File: src/rtl/mux_scan_sel_if.sv
// Channel-select bus: source-side controls and data in, registered sample out.
// master drives the selection and consumes the output; slave is the selector.
interface mux_scan_sel_if #(
  parameter int CH    = 8,
  parameter int WIDTH = 1
);
  localparam int SELW = $clog2(CH);

  logic                  mode;
  logic [SELW-1:0]       sel;
  logic [CH-1:0]         en_mask;
  logic [CH*WIDTH-1:0]   din;
  logic                  out_ready;
  logic                  out_valid;
  logic [WIDTH-1:0]      dout;
  logic [SELW-1:0]       out_ch;

  modport master (
    output mode, sel, en_mask, din, out_ready,
    input  out_valid, dout, out_ch
  );

  modport slave (
    input  mode, sel, en_mask, din, out_ready,
    output out_valid, dout, out_ch
  );
endinterface

File: src/rtl/mux_scan_sel.sv
// CH-to-1 registered channel selector with direct-select and round-robin scan modes,
// and a valid/ready output stage that holds its sample under back-pressure.
module mux_scan_sel #(
  parameter int CH    = 8,
  parameter int WIDTH = 1
) (
  input  logic          clk,
  input  logic          rst_n,
  mux_scan_sel_if.slave bus
);
  localparam int SELW = $clog2(CH);
  localparam logic [SELW-1:0] LAST = SELW'(CH - 1);

  logic [WIDTH-1:0] dout_q, dout_d;
  logic [SELW-1:0]  outCh_q, outCh_d;
  logic             outValid_q, outValid_d;
  logic [SELW-1:0]  ptr_q, ptr_d;
  logic             mode_q;

  logic             load;
  logic             rise;
  logic [SELW-1:0]  start;
  logic [SELW-1:0]  cand;
  logic             found;
  logic [SELW-1:0]  foundIdx;
  logic [WIDTH-1:0] foundData;
  logic             selOk;
  logic             selEn;
  logic [WIDTH-1:0] selData;

  assign load  = !outValid_q || bus.out_ready;
  assign rise  = bus.mode && !mode_q;
  assign start = rise ? '0 : ptr_q;

  // Direct lookup compares sel against every legal index, so sel >= CH simply never hits.
  always_comb begin
    selOk   = 1'b0;
    selEn   = 1'b0;
    selData = '0;
    for (int k = 0; k < CH; k++) begin
      if (bus.sel == SELW'(k)) begin
        selOk   = 1'b1;
        selEn   = bus.en_mask[k];
        selData = bus.din[k*WIDTH +: WIDTH];
      end
    end
  end

  // Round-robin search from start; the wrap is an explicit compare so odd CH works.
  always_comb begin
    found    = 1'b0;
    foundIdx = '0;
    cand     = start;
    for (int i = 0; i < CH; i++) begin
      if (!found && bus.en_mask[cand]) begin
        found    = 1'b1;
        foundIdx = cand;
      end
      cand = (cand == LAST) ? '0 : cand + SELW'(1);
    end
    foundData = '0;
    for (int k = 0; k < CH; k++) begin
      if (foundIdx == SELW'(k)) begin
        foundData = bus.din[k*WIDTH +: WIDTH];
      end
    end
  end

  // Everything holds unless the output stage can accept a new sample.
  always_comb begin
    dout_d     = dout_q;
    outCh_d    = outCh_q;
    outValid_d = outValid_q;
    ptr_d      = ptr_q;
    if (load) begin
      if (bus.mode) begin
        if (found) begin
          dout_d     = foundData;
          outCh_d    = foundIdx;
          outValid_d = 1'b1;
          ptr_d      = (foundIdx == LAST) ? '0 : foundIdx + SELW'(1);
        end else begin
          outValid_d = 1'b0;
          ptr_d      = start;
        end
      end else if (selOk) begin
        dout_d     = selData;
        outCh_d    = bus.sel;
        outValid_d = selEn;
      end else begin
        outValid_d = 1'b0;
      end
    end else if (rise) begin
      ptr_d = '0;
    end
  end

  always_ff @(posedge clk or negedge rst_n) begin
    if (!rst_n) begin
      dout_q     <= '0;
      outCh_q    <= '0;
      outValid_q <= 1'b0;
      ptr_q      <= '0;
      mode_q     <= 1'b0;
    end else begin
      dout_q     <= dout_d;
      outCh_q    <= outCh_d;
      outValid_q <= outValid_d;
      ptr_q      <= ptr_d;
      mode_q     <= bus.mode;
    end
  end

  assign bus.dout      = dout_q;
  assign bus.out_ch    = outCh_q;
  assign bus.out_valid = outValid_q;
endmodule

File: src/flat_wrapper.sv
// flat-port wrapper written by rule: the top's interface ports become plain ports
module mux_scan_sel_flat 
#(
  parameter int CH    = 8,
  parameter int WIDTH = 1
)
  (clk, rst_n, bus_mode, bus_sel, bus_en_mask, bus_din, bus_out_ready, bus_out_valid, bus_dout, bus_out_ch);
  mux_scan_sel_if #(.CH(CH), .WIDTH(WIDTH)) bus_i ();
  input  logic clk;
  input  logic rst_n;
  input wire logic [$bits(bus_i.mode)-1:0] bus_mode;
  input wire logic [$bits(bus_i.sel)-1:0] bus_sel;
  input wire logic [$bits(bus_i.en_mask)-1:0] bus_en_mask;
  input wire logic [$bits(bus_i.din)-1:0] bus_din;
  input wire logic [$bits(bus_i.out_ready)-1:0] bus_out_ready;
  output wire logic [$bits(bus_i.out_valid)-1:0] bus_out_valid;
  output wire logic [$bits(bus_i.dout)-1:0] bus_dout;
  output wire logic [$bits(bus_i.out_ch)-1:0] bus_out_ch;
  assign bus_i.mode = bus_mode;
  assign bus_i.sel = bus_sel;
  assign bus_i.en_mask = bus_en_mask;
  assign bus_i.din = bus_din;
  assign bus_i.out_ready = bus_out_ready;
  assign bus_out_valid = bus_i.out_valid;
  assign bus_dout = bus_i.dout;
  assign bus_out_ch = bus_i.out_ch;
  mux_scan_sel #(.CH(CH), .WIDTH(WIDTH)) u_core (.clk(clk), .rst_n(rst_n), .bus(bus_i));
endmodule
File: config.mk
export PLATFORM = sky130hd
export DESIGN_NAME = mux_scan_sel_flat
export DESIGN_NICKNAME = d
export VERILOG_FILES = /design/src/rtl/mux_scan_sel_if.sv /design/src/rtl/mux_scan_sel.sv /design/src/flat_wrapper.sv
export SDC_FILE = /design/constraint.sdc
export NUM_CORES = 1
export LEC_CHECK = 0
export ABC_CLOCK_PERIOD_IN_PS = 5600
export BUFFER_PORTS_ARGS = -buffer_cell sky130_fd_sc_hd__clkbuf_2
export CELL_PAD_IN_SITES_DETAIL_PLACEMENT = 0
export CELL_PAD_IN_SITES_GLOBAL_PLACEMENT = 1
export CORE_MARGIN = 2
export CORE_UTILIZATION = 43
export CTS_CLUSTER_DIAMETER = 100
export CTS_CLUSTER_SIZE = 25
export DETAILED_ROUTE_END_ITERATION = 10
export PLACE_DENSITY = 0.88
export SLEW_MARGIN = 5
export SYNTH_ARGS = -nofsm -noshare
export SYNTH_HDL_FRONTEND = slang
export SYNTH_SLANG_ARGS = --single-unit
File: constraint.sdc
create_clock -name clk -period 5.6 [get_ports clk]
set_clock_uncertainty 0.2 [all_clocks]
set_input_delay 0.28 -clock clk [delete_from_list [all_inputs] [get_ports clk]]
set_output_delay 0.28 -clock clk [all_outputs]
set_load 0.03 [all_outputs]
==> results.md, run 1 <==
Run status:
- The run finished with clean final reports.

Setup path:
- Traced cell by cell, the critical path runs through nand2b_1 -> buf_4 -> nand2_1 -> inv_1 -> ha_1 -> xnor3_2 -> mux2_4 -> or2_4 -> o41ai_2 -> mux2i_1 -> o21ai_1 -> inv_1 -> ha_1 -> ha_1 -> nand2_1 -> nor2_1 -> a21oi_1 -> o21ai_0 -> mux2i_1 -> o21ai_0 -> o2bb2ai_1 -> o32ai_1.
- The worst setup path is captured at a flop.
- The worst path arrival time is approximately 5.0 ns.
- The worst setup path is of the reg2reg kind.
- The startpoint of the most critical register-to-register path is u_core.mode_q$_DFF_PN0_.
- The endpoint identified for the worst register-to-register timing path is u_core.bus.dout$_DFFE_PN0P_.
- The register-to-register setup slack is between 0.5 and 0.6 ns.
- The worst setup path is launched from a flop.
- The required arrival time at the worst endpoint is 5.52 ns.
- The critical path's most frequent cell is sky130_fd_sc_hd__ha_1.
- For this run, the slowest stage of the critical path takes 0.49 ns.
- The maximum fanout along the worst path is 10.
- The cell with the largest stage delay on the worst path is sky130_fd_sc_hd__xnor3_2.
- The number of cells on the worst reg-to-reg path is 22.

Drt:
- The total length of routed wires is 5590 um.
- The number of DRC markers after the initial detailed-route iteration is 232.
- The iteration count of the initial detailed-routing pass is 4.
- Dividing the detail-routed via count by the number of cells gives 6.34.
- In the routed design, unresolved DRC markers number 0.
- In this run the remaining antenna-violating nets after routing total 0.
- The average routed wire per standard cell is between 15 and 20 um.
- For this block, the via count after detailed routing is 1973.

Floorplanning:
- The I/O pin count is 28.
- The die outline width is 69.8 um.
- The initial utilization of the core area, before any placement, comes to 0.455.
- The floorplan die area is 4870 um^2.
- The total area inside the core boundary comes to 4090 um^2.
- The initialized floorplan defines 23 standard-cell rows.
- The height of the die is roughly 70 um.

Clock tree:
- The clock tree root driver cell is sky130_fd_sc_hd__clkbuf_8.
- Gates resized during post-CTS repair numbered 0.
- Clock-pin slew was measured on the worst setup and hold paths at 0.05 ns.
- The number of setup buffers added after CTS is 0.
- The total clock buffers created by CTS is 3.
- No sink is reached through more buffers than the 2 on the longest clock path.
- The number of levels the H-tree was split into is 1.
- Clock latency on the worst-skew pair, taken at its later pin, is 0.24 ns.
- Buffers inserted to repair hold after CTS numbered 1.
- The number of clock sinks is 9.
- The CTS tree is done.

Global route:
- The initial antenna violation count came to 0.
- The first global-routing pass estimated 9030 um of wire.
- The number of global-route vias before repair is 1824.
- Entering global routing, the biggest net connects 15 pins.
- Global routing finished with a remaining overflow of 0.
- The overall routing resource usage is 0.227.

Timing:
- The actual transition at the worst max-transition pin is 0.484 ns.
- The clock period could shrink to 5.07 ns.
- Headroom to the max-slew limit came out at 0.668.
- The final cycle utilization of the critical path is 0.905.
- After routing, the total negative slack on setup checks comes to 0 ns.
- The minimum hold slack is about 0.16 ns.
- The maximum achievable frequency is 0.197 GHz.
- Setup violations remaining at the end of the flow were counted as 0.
- The number of hold violations in the final report was 0.
- The count of pins over their slew limit is 0.
- Setup repair after global routing left no endpoint under its margin.

Cells and area:
- At the end of the flow, the number of nets in the layout was 294.
- 0 antenna diodes ended up in the layout.
- Relative to the synthesized area, the layout overhead comes to 14.1%.
- After filler insertion, the fill cell instance count of the layout stands at 393.
- The layout cell share with drive strength beyond 1 is 0.238.

Yosys:
- sky130_fd_sc_hd__dfrtp_1 takes more of the synthesized area than any other cell.
- The predominant post-synthesis flop cell is sky130_fd_sc_hd__dfrtp_1.
- The share of the yosys chip area belonging to registers is 0.121.
- Sorting the synthesized cells by how often they occur yields sky130_fd_sc_hd__mux2i_1, sky130_fd_sc_hd__nor2_1, sky130_fd_sc_hd__a21oi_1.
- The fraction of registers with async set/reset is 1.00.
- The mapped cell area is 1860 um^2.
- The number of enable-type register cells in the synthesized netlist is 0.
- Synthesis inferred 9 register bits.
- The total number of yosys warnings is 0.
- The number of distinct standard cells referenced by the synthesized netlist is 60.
- The area fraction of the dominant cell type after synthesis is 0.121.
- The average instance area after synthesis is 8.02 um^2.
- When the netlist entered floorplanning its net count stood at 264.
- The cell count after synthesis came out at 232.
- The most common cell in the synthesized netlist is sky130_fd_sc_hd__mux2i_1.
- By area the synthesized netlist is led by sky130_fd_sc_hd__dfrtp_1, sky130_fd_sc_hd__mux2i_1, sky130_fd_sc_hd__ha_1, sky130_fd_sc_hd__mux2_2, sky130_fd_sc_hd__a21oi_1.

Power and ir drop:
- In this run the power density over the cells is 545 nW/um^2.
- The leakage power figure is 0.938 nW.
- The power after layout is 1.16 mW.
- VDD sags by at most 0.210 mV.

Placed design:
- The number of input and output port buffers inserted is 27.
- The half-perimeter wire length after detailed placement is 4400 um.
- Routability-driven placement finished with a final weighted congestion of 0.945.

Worst hold path:
- For hold timing, the worst endpoint is u_core.mode_q$_DFF_PN0_.
- The path class of the tightest hold or removal check is in2reg.
- Counting instances, the worst hold path has a depth of 1.
- The startpoint identified for the worst hold timing path is bus_mode.

Run:
- The max-capacitance violation count is 0.
how the worst max path moves through the flow:
stage / startpoint / to / slack, ns / depth (start not counted)
floorplan: u_core.mode_q$_DFF_PN0_ / u_core.bus.dout$_DFFE_PN0P_ / 1.03 / 22
global placement: bus_mode / u_core.bus.dout$_DFFE_PN0P_ / 0.55 / 23
detailed placement: bus_mode / u_core.bus.dout$_DFFE_PN0P_ / 0.42 / 23
CTS: u_core.mode_q$_DFF_PN0_ / u_core.bus.dout$_DFFE_PN0P_ / 0.57 / 22
global route: u_core.mode_q$_DFF_PN0_ / u_core.bus.dout$_DFFE_PN0P_ / 0.06 / 22
finish: u_core.mode_q$_DFF_PN0_ / u_core.bus.dout$_DFFE_PN0P_ / 0.53 / 22
layout make-up:
class / instances / area [um^2] / area share
timing repair buffer: 35 / 198 / 0.0932
tap: 50 / 62.6 / 0.0295
sequential: 9 / 225 / 0.106
inverter: 14 / 52.6 / 0.0248
multi-input combinational: 199 / 1540 / 0.725
clock buffer: 4 / 45.0 / 0.0212
cells by family (layout without fill, tap and decap cells):
group | count (synthesis) | count (layout) | synth area share
compound gates | 81 | 81 | 0.295
xor+xnor | 4 | 4 | 0.0390
buf+inv | 24 | 53 | 0.0518
simple gates | 68 | 68 | 0.202
mux | 37 | 37 | 0.230
fa+ha+maj | 9 | 9 | 0.0605
flops | 9 | 9 | 0.121
critical path: cells and delay by family, from the launching register on:
family | cells | cell delay [ns]
and+or+nand+nor | 5 | 0.65
DFF | 1 | 0.39
muxes | 3 | 0.70
adders and majority gates | 3 | 0.73
buffers and inverters | 3 | 0.41
AOI/OAI and AO/OA | 7 | 1.37
xor gates and xnor gates | 1 | 0.49
flip-flops by register name (all words and copies together), names as in the netlist:
signal                flops
u_core.bus.out_valid      1
u_core.bus.out_ch         3
u_core.mode_q             1
u_core.bus.dout           1
u_core.ptr_q              3
placed cells by master, fill, tap and decap left out, types with 4 or more instances in the layout:
cell / n
sky130_fd_sc_hd__buf_4: 7
sky130_fd_sc_hd__a21o_1: 4
sky130_fd_sc_hd__o21ai_1: 8
sky130_fd_sc_hd__ha_1: 9
sky130_fd_sc_hd__a21oi_1: 17
sky130_fd_sc_hd__inv_1: 14
sky130_fd_sc_hd__a31oi_1: 4
sky130_fd_sc_hd__mux2i_1: 21
sky130_fd_sc_hd__nand2_1: 13
sky130_fd_sc_hd__clkbuf_2: 27
sky130_fd_sc_hd__and2_1: 4
sky130_fd_sc_hd__nor2b_1: 4
sky130_fd_sc_hd__mux2_1: 4
sky130_fd_sc_hd__mux2_2: 8
sky130_fd_sc_hd__nand3_1: 6
sky130_fd_sc_hd__a211oi_1: 6
sky130_fd_sc_hd__nor2_1: 20
sky130_fd_sc_hd__o21ai_0: 14
sky130_fd_sc_hd__dfrtp_1: 9
sky130_fd_sc_hd__nor3_1: 4
stage by stage:
stage / area [um^2] / utilization / cells / setup slack [ns]
detailed placement: 2070 / 0.506 / 306 / 0.421
finish: 2120 / 0.519 / 311 / 0.535
global route: 2120 / 0.519 / 311 / 0.0609
floorplan: 1860 / - / 232 / 1.03
CTS: 2120 / 0.519 / 311 / 0.572
global placement: 2070 / 0.506 / 306 / 0.553
per-layer routing:
metal,track usage,part of all wire
met5,0,0
met4,0.0620,0.024
met3,0.0320,0.059
met2,0.356,0.45
met1,0.326,0.46
report_power, final:
group | switching (mW) | internal (mW) | total (mW) | leakage, nW
clock | 0.0275 | 0.0498 | 0.0773 | 0.0228
sequential | 0.0242 | 0.0885 | 0.113 | 0.108
combinational | 0.566 | 0.401 | 0.967 | 0.807
total | 0.618 | 0.539 | 1.16 | 0.938
(Power assumes the default switching activity.)
==> run 2: changes to the inputs <==
Settings changed: ABC_AREA from default to 1, CORE_UTILIZATION 43 to 41, PLACE_DENSITY 0.88 to 0.89.
==> results.md, run 2 <==
Drt:
- The average routed wire per standard cell is 13.0 um (-27%).
- The number of antenna-violating nets in the routed design is 0 (unchanged).
- The number of vias in the routed layout is 1829 (-7.3%).
- The total length of routed wires is 4490 um (-20%).
- The DRC violation count after routing was 0 (unchanged).
- The via-per-instance ratio came to 5.32 (-16%).
- The number of DRC markers after the initial detailed-route iteration is 133 (-43%).
- The iteration count of the initial detailed-routing pass is 4 (unchanged).

Floorplanning:
- The die outline width is 69.7 um (-0.13%).
- The floorplan die area came to 4860 um^2 (-0.26%).
- The initial standard-cell utilization of the core is 0.433 (-0.0224).
- The height of the die is 69.7 um (-0.13%).
- The number of placement rows is 23 (unchanged).
- The area of the core region came to 4090 um^2 (unchanged).
- The I/O pin count was 28 (unchanged).

Yosys:
- The area fraction of the dominant cell type after synthesis is 0.129 (+0.00837).
- The multiplexer fraction of the synthesized cell area is 0 (-0.230).
- The post-synthesis cell count is 268 (+16%).
- The fraction of registers with async set/reset is 1.00 (unchanged).
- The average instance area after synthesis is 6.60 um^2 (-18%).
- The share of the yosys chip area belonging to registers is 0.127 (+0.00625).
- The main combinational cell family by area after synthesis is simple AND/OR/NAND/NOR gates.
- The parity-gate share of the synthesized area counting xor and xnor cells is 0 (-0.0390).
- The library cell with the largest summed area after synthesis is sky130_fd_sc_hd__nand2_1.
- The mapped cell area came to 1770 um^2 (-4.9%).
- The area fraction in compound gates after synthesis is 0.129 (-0.167).
- The predominant post-synthesis flop cell is sky130_fd_sc_hd__dfrtp_1.
- The number of enable-type register cells in the synthesized netlist is 0 (unchanged).
- The share of synthesized cell area in and, or, nand and nor gates is 0.553 (+0.351).
- Ranked by total cell area, the synthesized netlist is headed by sky130_fd_sc_hd__nand2_1, sky130_fd_sc_hd__dfrtp_1, sky130_fd_sc_hd__nand3_1, sky130_fd_sc_hd__nand3_2, sky130_fd_sc_hd__inv_1.
- The adder and majority gate portion of the synthesized area was 0.0636 (+0.00312).
- Ranked by instance count, the synthesized netlist is headed by sky130_fd_sc_hd__nand2_1, sky130_fd_sc_hd__inv_1, sky130_fd_sc_hd__nand3_1.
- The number of distinct standard cells referenced by the synthesized netlist came to 34 (-43%).
- sky130_fd_sc_hd__nand2_1 is the most common cell in the netlist.
- The post-synth net total is 300 (+14%).
- The total number of yosys warnings is 0 (unchanged).
- The flip-flop and latch count after synthesis is 9 (unchanged).

Placed design:
- The half-perimeter wire length after detailed placement is 3810 um (-13%).
- The number of input and output port buffers inserted was 27 (unchanged).
- The number of placed instances, taps included came to 339 (+11%).
- The placer congestion estimate is 0.898 (-5.0%).

Timing:
- The maximum achievable frequency was 0.237 GHz (+20%).
- The final cycle utilization of the critical path is 0.755 (-0.150).
- The count of pins over their slew limit is 0 (unchanged).
- The final critical delay including setup and external delays was 4.23 ns (-0.838 ns).
- The final sum of negative setup slack is 0 ns (unchanged).
- The actual transition at the worst max-transition pin is 0.490 ns (+0.00557 ns).
- Setup repair after global routing left no endpoint under its margin.
- The minimum hold slack is 0.149 ns (-0.0141 ns).
- The count of final setup violators is 0 (unchanged).
- The max-slew headroom at the worst pin is 0.672 (+0.00431).
- The number of hold violations in the final report is 0 (unchanged).

Power and ir drop:
- The leakage power figure is 1.01 nW (+8.1%).
- The net switching share of the total power came to 0.605 (+0.0707).
- The proportion of power drawn by flip-flops and latches was 0.096 (about the same).
- The largest voltage drop on the vdd net is 0.205 mV (-2.2%).
- The internal power was 0.495 mW (-8.1%).
- The total net switching power is 0.757 mW (+23%).
- The part of the power in combinational logic is 0.843 (+0.007).
- The clock network fraction of total power came to 0.061 (-0.006).
- The power density over the cells is 642 nW/um^2 (+18%).

Clock tree:
- The total clock buffers created by CTS is 3 (unchanged).
- The CTS clock-pin slew for the worst setup and hold paths is 0.05 ns (about the same).
- The number of clock sinks is 9 (unchanged).
- In this run the clock root is driven by a sky130_fd_sc_hd__clkbuf_8.
- The buffer depth of the longest clock path is 2 (unchanged).
- The latest clock arrival within the worst-skew pair is 0.23 ns (about the same).
- The number of levels the H-tree was split into came to 1 (unchanged).
- TritonCTS built the clock tree.
- The number of buffers inserted by post-CTS setup repair is 0 (unchanged).

Worst hold path:
- The startpoint of the tightest hold check path is bus_out_ready.
- The type of the tightest min-delay check is in2reg.
- The terminating pin of the worst hold path is u_core.bus.out_valid$_DFFE_PN0N_.
- The cell count of the worst hold path is 4 (+3).

Setup path:
- The critical path capture point type is a flop.
- The number of buffer and inverter instances along the worst setup path was 5 (+2).
- The startpoint of the most critical register-to-register path is u_core.mode_q$_DFF_PN0_.
- The number of cells on the worst reg-to-reg path is 30 (+36%).
- The kind of critical path is reg2reg.
- The delay of the slowest cell on the worst path is 0.48 ns (about the same).
- The required arrival time at the worst endpoint is 5.56 ns (+0.04 ns).
- The cell with the largest stage delay on the worst path is sky130_fd_sc_hd__ha_1.
- The maximum fanout along the worst path is 13 (+3).
- The worst path arrival time was 4.19 ns (-0.79 ns).
- STA classifies the critical path startpoint as a flop.
- The critical path's most frequent cell is sky130_fd_sc_hd__nand2_1.
- The kind of cell with the highest combined delay along the critical path is simple AND/OR/NAND/NOR gates.
- The register-to-register setup slack is 1.37 ns (+0.84 ns).
- The worst reg2reg path endpoint is u_core.bus.dout$_DFFE_PN0P_.
- The critical path depth in cells is 30 (+36%).

Cells and area:
- The final design utilization is 0.477 (-0.0423).
- Leaving out fill and tap cells, the most frequent cell in the layout is sky130_fd_sc_hd__nand2_1.
- The number of nets in the layout came to 327 (+11%).
- The number of antenna diodes was 0 (unchanged).
- The number of filler cells placed in the layout is 437 (+11%).
- The layout cell share with drive strength beyond 1 is 0.272 (+0.0346).
- The library cells used most frequently in the layout, excluding fill and tap cells, are sky130_fd_sc_hd__nand2_1, sky130_fd_sc_hd__inv_1, sky130_fd_sc_hd__nand3_1.
- The non-filler instance count after layout is 344 (+11%).
- Compared with the post-synthesis result, the final layout area differs by 10.2%.

Run:
- The max-capacitance violation count is 0 (unchanged).

Global route:
- The number of global-route vias before repair was 1695 (-7.1%).
- The wire length of the first global-routing pass came to 7580 um (-16%).
- The remaining global-route overflow is 0 (unchanged).
- The overall routing resource usage is 0.188 (-0.0396).
- The initial antenna violation count is 0 (unchanged).
- The maximum number of pins on one net before global-route repair is 14 (-1).

Run status:
- The run finished with clean final reports.
run 2: cell types whose count changed after synthesis, sizes merged, moves of 4 or more:
cell    before  now
nand2       15   83
nand3        6   49
inv         14   39
mux2i       21    0
mux2        13    0
o21ai       22   11
nand4        0    8
clkbuf       7    0
a211oi       6    0
a21o         4    0
and2         4    0
nor2b        4    0
run 2: worst max-delay path by stage:
stage,start,end,slack (ns)
2_1_floorplan,u_core.ptr_q[0]$_DFFE_PN0P_,u_core.bus.dout$_DFFE_PN0P_,1.92
3_3_place_gp,bus_mode,u_core.bus.dout$_DFFE_PN0P_,1.31
3_5_place_dp,bus_mode,u_core.bus.dout$_DFFE_PN0P_,1.26
4_1_cts,u_core.mode_q$_DFF_PN0_,u_core.bus.dout$_DFFE_PN0P_,1.37
5_1_grt,u_core.mode_q$_DFF_PN0_,u_core.bus.dout$_DFFE_PN0P_,0.95
6_report,u_core.mode_q$_DFF_PN0_,u_core.bus.dout$_DFFE_PN0P_,1.37
run 2: cell type report:
type / count / area [um^2] / share of cell area
timing repair buffer: 28 / 145 / 0.0745
tap: 50 / 62.6 / 0.0321
sequential: 9 / 225 / 0.116
clock buffer: 4 / 45.0 / 0.0231
inverter: 40 / 153 / 0.0783
multi-input combinational: 213 / 1320 / 0.677
run 2: through the flow:
| stage | cell area (um^2) | setup slack, ns | power, mW |
|---|---|---|---|
| finish | 1950 | 1.37 | 1.25 |
| global route | 1950 | 0.948 | 1.40 |
| CTS | 1950 | 1.37 | 1.26 |
| detailed placement | 1890 | 1.26 | 1.17 |
| global placement | 1890 | 1.31 | 1.18 |
| floorplan | 1770 | 1.92 | 0.988 |
run 2: worst register-to-register path: cells and delay by family (launching register included):
| family | cells | cell delay (ns) |
|---|---|---|
| adders and majority gates | 2 | 0.72 |
| buffers and inverters | 5 | 0.54 |
| AOI/OAI and AO/OA | 3 | 0.27 |
| DFF | 1 | 0.39 |
| and+or+nand+nor | 20 | 2.03 |
run 2: routing by layer:
layer	global-route usage	up-vias	wire length (um)
met5	0	-	0
met4	0.0406	0	63
met3	0.0174	8	183
met2	0.312	51	2070
met1	0.263	817	2170
li1	-	953	-
run 2: timing repair:
| action | in CTS | in global routing |
|---|---|---|
| gates resized for setup | 0 | 0 |
| hold endpoints to repair | 9 | 0 |
| hold buffers | 1 | 0 |
run 2: logic make-up (layout without fill, tap and decap cells):
logic type | after synthesis | after routing
compound gates | 38 | 38
flops | 9 | 9
simple gates | 166 | 166
buf+inv | 46 | 72
fa+ha+maj | 9 | 9
run 2: power by group through the flow:
| stage | clock (mW) | sequential, mW | combinational [mW] |
|---|---|---|---|
| after floorplan | 0 | 0.141 | 0.847 |
| after global placement | 0 | 0.121 | 1.06 |
| after detailed placement | 0 | 0.122 | 1.05 |
| after CTS | 0.0781 | 0.121 | 1.06 |
| after global routing | 0.0809 | 0.125 | 1.19 |
| final | 0.0761 | 0.121 | 1.06 |
